--- src/rtl/rf_dbg_port.sv ---
// rf_dbg_port: single-word debug read/write responder for the GPR file.
// Reads sample the RF through a private read port; writes borrow idle WB slots.
module rf_dbg_port #(
   parameter int unsigned TIMEOUT = 15
) (
   input  logic        s_clk_i,
   input  logic        s_reset_i,
   input  logic        s_dbg_req_i,
   input  logic        s_dbg_we_i,
   input  logic [4:0]  s_dbg_add_i,
   input  logic [31:0] s_dbg_wdata_i,
   output logic        s_dbg_ack_o,
   output logic [31:0] s_dbg_rdata_o,
   output logic        s_dbg_err_o,
   input  logic        s_halted_i,
   input  logic        s_wb_we_i,
   input  logic [4:0]  s_wb_add_i,
   input  logic [31:0] s_wb_val_i,
   output logic [4:0]  s_rf_radd_o,
   input  logic [31:0] s_rf_rval_i,
   output logic        s_rf_we_o,
   output logic [4:0]  s_rf_wadd_o,
   output logic [31:0] s_rf_wval_o
);

   localparam int unsigned     CW     = $clog2(TIMEOUT + 1);
   localparam logic [CW-1:0]   C_LAST = CW'(TIMEOUT - 1);

   typedef enum logic [1:0] {
      ST_IDLE,
      ST_READ,
      ST_WRITE,
      ST_RESP
   } state_t;

   state_t        r_state;
   logic [4:0]    r_add;
   logic [31:0]   r_wdata;
   logic [CW-1:0] r_cnt;
   logic [31:0]   r_rdata;
   logic          r_err;
   logic          r_ack;

   logic          w_wb_hit;

   assign w_wb_hit = s_wb_we_i && (s_wb_add_i == r_add);

   always_ff @(posedge s_clk_i) begin
      if (s_reset_i) begin
         r_state <= ST_IDLE;
         r_add   <= '0;
         r_wdata <= '0;
         r_cnt   <= '0;
         r_rdata <= '0;
         r_err   <= 1'b0;
         r_ack   <= 1'b0;
      end else begin
         r_ack <= 1'b0;
         case (r_state)
            ST_IDLE: begin
               if (s_dbg_req_i) begin
                  r_add   <= s_dbg_add_i;
                  r_wdata <= s_dbg_wdata_i;
                  r_cnt   <= '0;
                  if (!s_halted_i) begin
                     r_err   <= 1'b1;
                     r_ack   <= 1'b1;
                     r_state <= ST_RESP;
                  end else if (s_dbg_we_i) begin
                     r_state <= ST_WRITE;
                  end else begin
                     r_state <= ST_READ;
                  end
               end
            end
            ST_READ: begin
               // a WB write landing in this same cycle is newer than the RF array
               if (r_add == '0)
                  r_rdata <= '0;
               else if (w_wb_hit)
                  r_rdata <= s_wb_val_i;
               else
                  r_rdata <= s_rf_rval_i;
               r_err   <= 1'b0;
               r_ack   <= 1'b1;
               r_state <= ST_RESP;
            end
            ST_WRITE: begin
               if (!s_wb_we_i) begin
                  r_err   <= 1'b0;
                  r_ack   <= 1'b1;
                  r_state <= ST_RESP;
               end else begin
                  r_cnt <= r_cnt + 1'b1;
                  if (r_cnt == C_LAST) begin
                     r_err   <= 1'b1;
                     r_ack   <= 1'b1;
                     r_state <= ST_RESP;
                  end
               end
            end
            ST_RESP: begin
               r_state <= ST_IDLE;
            end
            default: begin
               r_state <= ST_IDLE;
            end
         endcase
      end
   end

   // reset gating keeps an aborted write from reaching the RF in the reset cycle
   assign s_rf_we_o     = (r_state == ST_WRITE) && (r_add != '0) && !s_wb_we_i && !s_reset_i;
   assign s_rf_wadd_o   = r_add;
   assign s_rf_wval_o   = r_wdata;
   assign s_rf_radd_o   = r_add;
   assign s_dbg_ack_o   = r_ack;
   assign s_dbg_rdata_o = r_rdata;
   assign s_dbg_err_o   = r_err;

endmodule

--- config.mk ---
export PLATFORM = sky130hd
export DESIGN_NAME = rf_dbg_port
export DESIGN_NICKNAME = d
export VERILOG_FILES = /design/src/rtl/rf_dbg_port.sv
export SDC_FILE = /design/constraint.sdc
export NUM_CORES = 1
export LEC_CHECK = 0
export CAP_MARGIN = 10
export CORE_ASPECT_RATIO = 0.8
export CORE_MARGIN = 2
export CORE_UTILIZATION = 42
export CTS_CLUSTER_SIZE = 10
export DETAILED_ROUTE_END_ITERATION = 7
export PLACE_DENSITY = 0.88
export SYNTH_ARGS = -nofsm -noshare
export SYNTH_HDL_FRONTEND = slang
export SYNTH_SLANG_ARGS = --single-unit
--- constraint.sdc ---
create_clock -name s_clk_i -period 3.5 [get_ports s_clk_i]
set_input_delay 0.7 -clock s_clk_i [delete_from_list [all_inputs] [get_ports s_clk_i]]
set_output_delay 0.7 -clock s_clk_i [all_outputs]
set_load 0.01 [all_outputs]
==> impl_metrics.py, run 1 <==
metrics = {
    "status": {
        "status": "complete, no violations",
    },
    "logic_synthesis": {
        "ys_seq_area_frac": 0.436,
        "synth_most_common_cell": "nand2_1",
        "netlist_area_um2": 3530,
        "synth_top_cell_area_share": 0.436,
        "yosys.area.top_type": "dfxtp_1",
        "synth_area_leaders": "dfxtp_1 44%, nand2_1 15%, o211ai_2 11%",
        "yosysWarnings": 0,
        "synth_seq_cells": 77,
        "synthCells": 421,
        "synth.avg_cell_area_um2": 8.39,
        "ys.flop_type": "dfxtp_1",
        "synth_commonest_cells": "140 x nand2_1, 77 x dfxtp_1, 40 x a21oi_1",
        "ys_async_sr_fraction": 0,
        "synth_nets": 540,
        "synth_edf_count": 0,
        "ys_types": 38,
    },
    "cells_and_area": {
        "utilization": 0.691,
        "syn_to_final_growth_pct": 57.5,
        "num_antenna_cells": 0,
        "fin_area_um2": 5560,
        "nFillCells": 630,
        "final_nets": 709,
        "drive_gt1_frac": 0.0993,
    },
    "critical_path": {
        "critPathLaunch": "s_wb_we_i",
        "slowest_delay_ps": 580,
        "r2r_cells": 6,
        "start_kind": "input port",
        "critPathArrivalTime_ps": 2250,
        "worstSetupEndpointType": "primary output",
        "cpMostUsedCell": "clkdlybuf4s50_1",
        "crit_buf_inv": 2,
        "path_delay_family": "buffers and inverters",
        "reg2reg_to": "s_dbg_rdata_o[23]",
        "rrSetupSlack_ps": 1600,
        "crit_required_ps": 2800,
        "crit_path_top_delay_cell": "clkdlybuf4s50_1",
        "crit_type": "in2out",
        "r2r_start": "r_state[1]",
        "cp_cell_sequence": "clkdlybuf4s50_1 -> nand2b_1 -> a211oi_1 -> clkdlybuf4s50_1",
        "crit_fanout": 5,
    },
    "floorplan": {
        "io_pins": 189,
        "dieArea_um2": 9170,
        "start_util": 0.439,
        "die_h_um": 86.0,
        "row_count": 29,
        "fp.dieW_um": 107,
        "core-area_um2": 8060,
    },
    "timing": {
        "setup_tns_ps": 0,
        "finalSetupViolCount": 0,
        "worst_pin_slew_ps": 647,
        "finalCritPeriodShare": 0.844,
        "rsz0062_at_grt": "no",
        "fin_crit_ps": 2950,
        "slew_headroom": 0.568,
        "finalHoldViolCount": 0,
        "fmax_ghz": 0.338,
        "holdWs_ps": 455,
        "finalMaxSlewViolations": 0,
        "final.setup.worst_slack_ps": 546,
        "skew_ps": 11.4,
    },
    "drt": {
        "drt_iter0_markers": 152,
        "route.vias.total": 3658,
        "wl_per_cell_um": 15.5,
        "wirelength_um": 10900,
        "firstDrtPassIters": 4,
        "antenna_left": 0,
        "drc": 0,
        "vias_per_cell": 5.21,
    },
    "clocking": {
        "postCtsHoldBufs": 0,
        "cts_buffer_depth": 2,
        "clockRootBuffer": "clkbuf_8",
        "post-cts-setup-buffer-count": 0,
        "cts_made_buffers": 9,
        "cts_max_level": 3,
        "tritoncts": "yes",
        "cts_sinks": 77,
        "cts-resized-gates": 0,
        "clk_latency_ps": 340,
        "cts.clk_slew.worst_paths_ps": 80,
    },
    "place": {
        "dpl_worst_slack_ps": 560,
        "place.gp.congestion": 0.820,
        "place_hpwl_um": 7930,
        "place_area_um2": 5400,
        "io_buffers": 188,
    },
    "min_path": {
        "hold_depth": 2,
        "hp-start": "s_rf_wval_o[2]",
        "hold_end": "s_rf_wval_o[2]",
        "hp-class": "reg2reg",
    },
    "global_routing": {
        "grt_overflow_total": 0,
        "grt_pass1_vias": 3684,
        "grt_pass1_wl_um": 17200,
        "grt_max_degree": 65,
        "grt_antenna_before_repair": 0,
        "grt.total_usage": 0.233,
    },
    "power_and_ir_drop": {
        "p_per_area_nw_per_um2": 518,
        "p_leak_nw": 2.11,
        "vdd_drop_max_mv": 0.277,
    },
    "flow_run": {
        "drv_cap": 0,
    },
}
==> through the flow <==
step | total power (W) | std cells
final | 0.00288 | 702
after floorplan | 0.00177 | 421
after CTS | 0.00291 | 702
after global routing | 0.00306 | 702
after detailed placement | 0.00233 | 687
after global placement | 0.00228 | 687
==> final cells by class <==
| type | count | area (um^2) | share of cell area |
|---|---|---|---|
| well taps | 108 | 135 | 0.0243 |
| flip-flops and latches | 77 | 1540 | 0.277 |
| clock inverters | 6 | 41.3 | 0.00742 |
| repair buffers | 196 | 1940 | 0.349 |
| clock buffers | 9 | 124 | 0.0223 |
| inverters | 7 | 26.3 | 0.00472 |
| multi-input cells | 299 | 1750 | 0.315 |
==> cells by family after synthesis <==
logic type / synth area share
compound gates: 0.191
fa+ha+maj: 0.0248
mux: 0.00885
flops: 0.436
buf+inv: 0.0705
xor+xnor: 0.0174
simple gates: 0.252
==> registers in the layout, summed over array words and instances, names as in the netlist <==
signal         cells
s_dbg_ack_o        1
s_dbg_err_o        1
s_rf_radd_o        5
r_state            2
s_rf_wval_o       32
s_dbg_rdata_o     32
r_cnt              4
==> metal layers <==
metal,wire (um),share of wire,global-route usage,vias to the layer above
met3,1230,0.11,0.0957,20
met4,202,0.019,0.0697,0
li1,-,-,-,1771
met5,0,0,0,-
met1,4220,0.39,0.258,1699
met2,5240,0.48,0.414,168
==> cells in the final DEF, fill, tap and decap left out, types with 2 or more instances in the layout <==
| cell | count |
|---|---|
| nand4_1 | 32 |
| mux2i_1 | 2 |
| nor3_1 | 4 |
| and2_1 | 2 |
| ha_1 | 7 |
| nand2b_1 | 3 |
| o211ai_2 | 30 |
| inv_1 | 7 |
| nand2_1 | 140 |
| a21oi_1 | 40 |
| clkdlybuf4s50_1 | 188 |
| clkbuf_8 | 9 |
| nor2_1 | 9 |
| xnor2_1 | 2 |
| clkinvlp_4 | 3 |
| dfxtp_1 | 77 |
| clkinv_2 | 2 |
| xor2_1 | 5 |
| buf_4 | 8 |
| o211ai_1 | 2 |
| nand3_1 | 3 |
==> report_power, final <==
group	switching (W)	internal, W
combinational	0.000608	0.000575
sequential	0.0000962	0.00103
clock	0.000324	0.000252
total	0.00103	0.00185
==> worst max-delay path by stage <==
stage | cells after the start | endpoint | slack [ps]
5_1_grt | 4 | s_rf_we_o | 450
3_3_place_gp | 4 | s_rf_we_o | 610
4_1_cts | 4 | s_rf_we_o | 540
6_report | 4 | s_rf_we_o | 550
3_5_place_dp | 4 | s_rf_we_o | 560
2_1_floorplan | 2 | s_rf_we_o | 1570
==> worst reg2reg max path, cell delays in order, from the launching register on <==
cell and delay (ps):
dfxtp_1 380, inv_1 90, ha_1 260, nor2_2 550
buf_4 360, nand2_1 90, o211ai_1 90
Power figures use the tool's default switching activity.
==> run 2, diff against run 1 <==
--- a/config.mk
+++ b/config.mk
@@ -8,10 +8,10 @@
 export CAP_MARGIN = 10
 export CORE_ASPECT_RATIO = 0.8
 export CORE_MARGIN = 2
-export CORE_UTILIZATION = 42
+export CORE_UTILIZATION = 39
 export CTS_CLUSTER_SIZE = 10
 export DETAILED_ROUTE_END_ITERATION = 7
-export PLACE_DENSITY = 0.88
+export PLACE_DENSITY = 0.83
 export SYNTH_ARGS = -nofsm -noshare
 export SYNTH_HDL_FRONTEND = slang
 export SYNTH_SLANG_ARGS = --single-unit
==> constraint.sdc (replaced) <==
create_clock -name s_clk_i -period 2.8 [get_ports s_clk_i]
set_input_delay 0.56 -clock s_clk_i [delete_from_list [all_inputs] [get_ports s_clk_i]]
set_output_delay 0.56 -clock s_clk_i [all_outputs]
set_load 0.01 [all_outputs]
==> run 2 against run 1 <==
Clock-buffer cell count up 1. Largest power group unchanged. Highest routed layer unchanged. Combinational power up 27%. Global-route usage down 2.1 points.
==> impl_metrics.py, run 2 (synthesis gave the netlist of run 1 again) <==
metrics = {
    "cells_and_area": {
        "multi_input_area_um2": 1760,
        "final_nets": 711,
        "ff_latch_area_um2": 1540,
        "layout_common_cells": "187 x clkdlybuf4s50_1, 140 x nand2_1, 77 x dfxtp_1, 40 x a21oi_1, 32 x nand4_1",
        "final_common_cell": "clkdlybuf4s50_1",
        "num_antenna_cells": 0,
        "drive_gt1_frac": 0.106,
        "nFillCells": 716,
        "syn_to_final_growth_pct": 63.0,
    },
    "timing": {
        "setup_tns_ps": 0,
        "rsz0062_at_grt": "no",
        "worst_pin_slew_ps": 640,
        "finalCritPeriodShare": 0.935,
        "skew_ps": 7.71,
        "finalSetupViolCount": 0,
        "fmax_ghz": 0.382,
        "finalHoldViolCount": 0,
        "fin_crit_ps": 2620,
        "finalMaxSlewViolations": 0,
        "slew_headroom": 0.573,
    },
    "clocking": {
        "cts_max_level": 3,
        "tritoncts": "yes",
        "clk_latency_ps": 330,
        "post-cts-setup-buffer-count": 0,
        "cts.clk_slew.worst_paths_ps": 60,
        "cts_sinks": 77,
        "cts_buffer_depth": 2,
        "cts_made_buffers": 9,
        "clockRootBuffer": "clkbuf_16",
    },
    "critical_path": {
        "crit_fanout": 4,
        "critPathArrivalTime_ps": 2060,
        "reg2reg_to": "s_dbg_rdata_o[9]",
        "start_kind": "input port",
        "r2r_start": "r_state[1]",
        "worstSetupEndpointType": "primary output",
        "crit_required_ps": 2240,
        "rrSetupSlack_ps": 820,
        "r2r_cells": 7,
        "crit_type": "in2out",
    },
    "floorplan": {
        "die_h_um": 89.1,
        "fp.dieW_um": 110,
        "core-area_um2": 8920,
        "start_util": 0.396,
        "io_pins": 189,
        "row_count": 31,
        "dieArea_um2": 9840,
    },
    "drt": {
        "wl_per_cell_um": 15.0,
        "drt_iter0_markers": 265,
        "vias_per_cell": 5.11,
        "route.vias.total": 3636,
        "firstDrtPassIters": 5,
        "wirelength_um": 10700,
        "antenna_left": 0,
        "drc": 0,
    },
    "power_and_ir_drop": {
        "power_w": 0.00406,
        "p_per_area_nw_per_um2": 705,
        "p_leak_nw": 2.19,
        "vdd_drop_max_mv": 0.437,
    },
    "place": {
        "place.gp.congestion": 0.815,
        "io_buffers": 188,
        "place_hpwl_um": 7660,
    },
    "min_path": {
        "hold_end": "s_rf_wval_o[29]",
        "hold_depth": 2,
        "hp-start": "s_rf_wval_o[29]",
        "hp-class": "reg2reg",
    },
    "global_routing": {
        "grt_overflow_total": 0,
        "grt_pass1_wl_um": 16900,
        "grt_max_degree": 44,
        "grt_pass1_vias": 3415,
        "grt_antenna_before_repair": 0,
        "grt.total_usage": 0.213,
    },
    "status": {
        "status": "complete, no violations",
    },
    "flow_run": {
        "drv_cap": 0,
    },
}
-- run 2: cell count changes in the layout (fill, tap and decap cells not counted), moves of 2 or more --
cell / change
clkbuf_8: -9
clkinv_2: -2
buf_12: +3
clkbuf_16: +9
-- run 2: timing repair --
action                     in CTS  in global routing
gates resized for setup         0                  1
setup endpoints to repair       0                  1
hold buffers                    0                  0
-- run 2: layout make-up --
type | count | area share
Sequential cell | 77 | 0.268
Inverter | 7 | 0.00456
Timing Repair Buffer | 198 | 0.346
Tap cell | 115 | 0.0250
Clock inverter | 6 | 0.0124
Multi-Input combinational cell | 299 | 0.305
Clock buffer | 10 | 0.0398
-- run 2: per-layer routing --
| layer | vias up | routed length (um) | GRT usage |
|---|---|---|---|
| li1 | 1780 | - | - |
| met1 | 1668 | 4550 | 0.266 |
| met2 | 178 | 4960 | 0.337 |
| met3 | 10 | 1120 | 0.0969 |
| met4 | 0 | 94 | 0.0591 |
| met5 | - | 0 | 0 |
-- run 2: how the worst max path moves through the flow --
stage,slack (ps),startpoint,to
floorplan,1090,s_wb_add_i[3],s_dbg_rdata_o[0]
global placement,150,s_wb_we_i,s_rf_we_o
detailed placement,160,s_wb_we_i,s_rf_we_o
CTS,140,r_state[0],s_rf_we_o
global route,40,r_state[0],s_rf_we_o
finish,180,s_wb_we_i,s_rf_we_o
-- run 2: where the power goes --
part	leakage, nW	switching, W	internal (W)	total, W
combinational	1.43	0.000757	0.000746	0.00150
sequential	0.628	0.000117	0.00128	0.00140
clock	0.139	0.000461	0.000697	0.00116
-- run 2: metrics by stage --
| stage | utilization | hold slack [ps] | worst slack, ps | cell area (um^2) | cells |
|---|---|---|---|---|---|
| detailed placement | 0.612 | 446 | 163 | 5460 | 696 |
| CTS | 0.645 | 455 | 144 | 5760 | 712 |
| global placement | 0.612 | 441 | 154 | 5460 | 696 |
| global route | 0.645 | 472 | 37.5 | 5760 | 712 |
| finish | 0.645 | 452 | 181 | 5760 | 712 |
| floorplan | - | 466 | 1090 | 3530 | 421 |
-- run 2: worst max-delay path, stage by stage --
cell and delay [ps]:
clkdlybuf4s50_1 440, nand2b_1 220, a211oi_1 250, clkdlybuf4s50_1 600
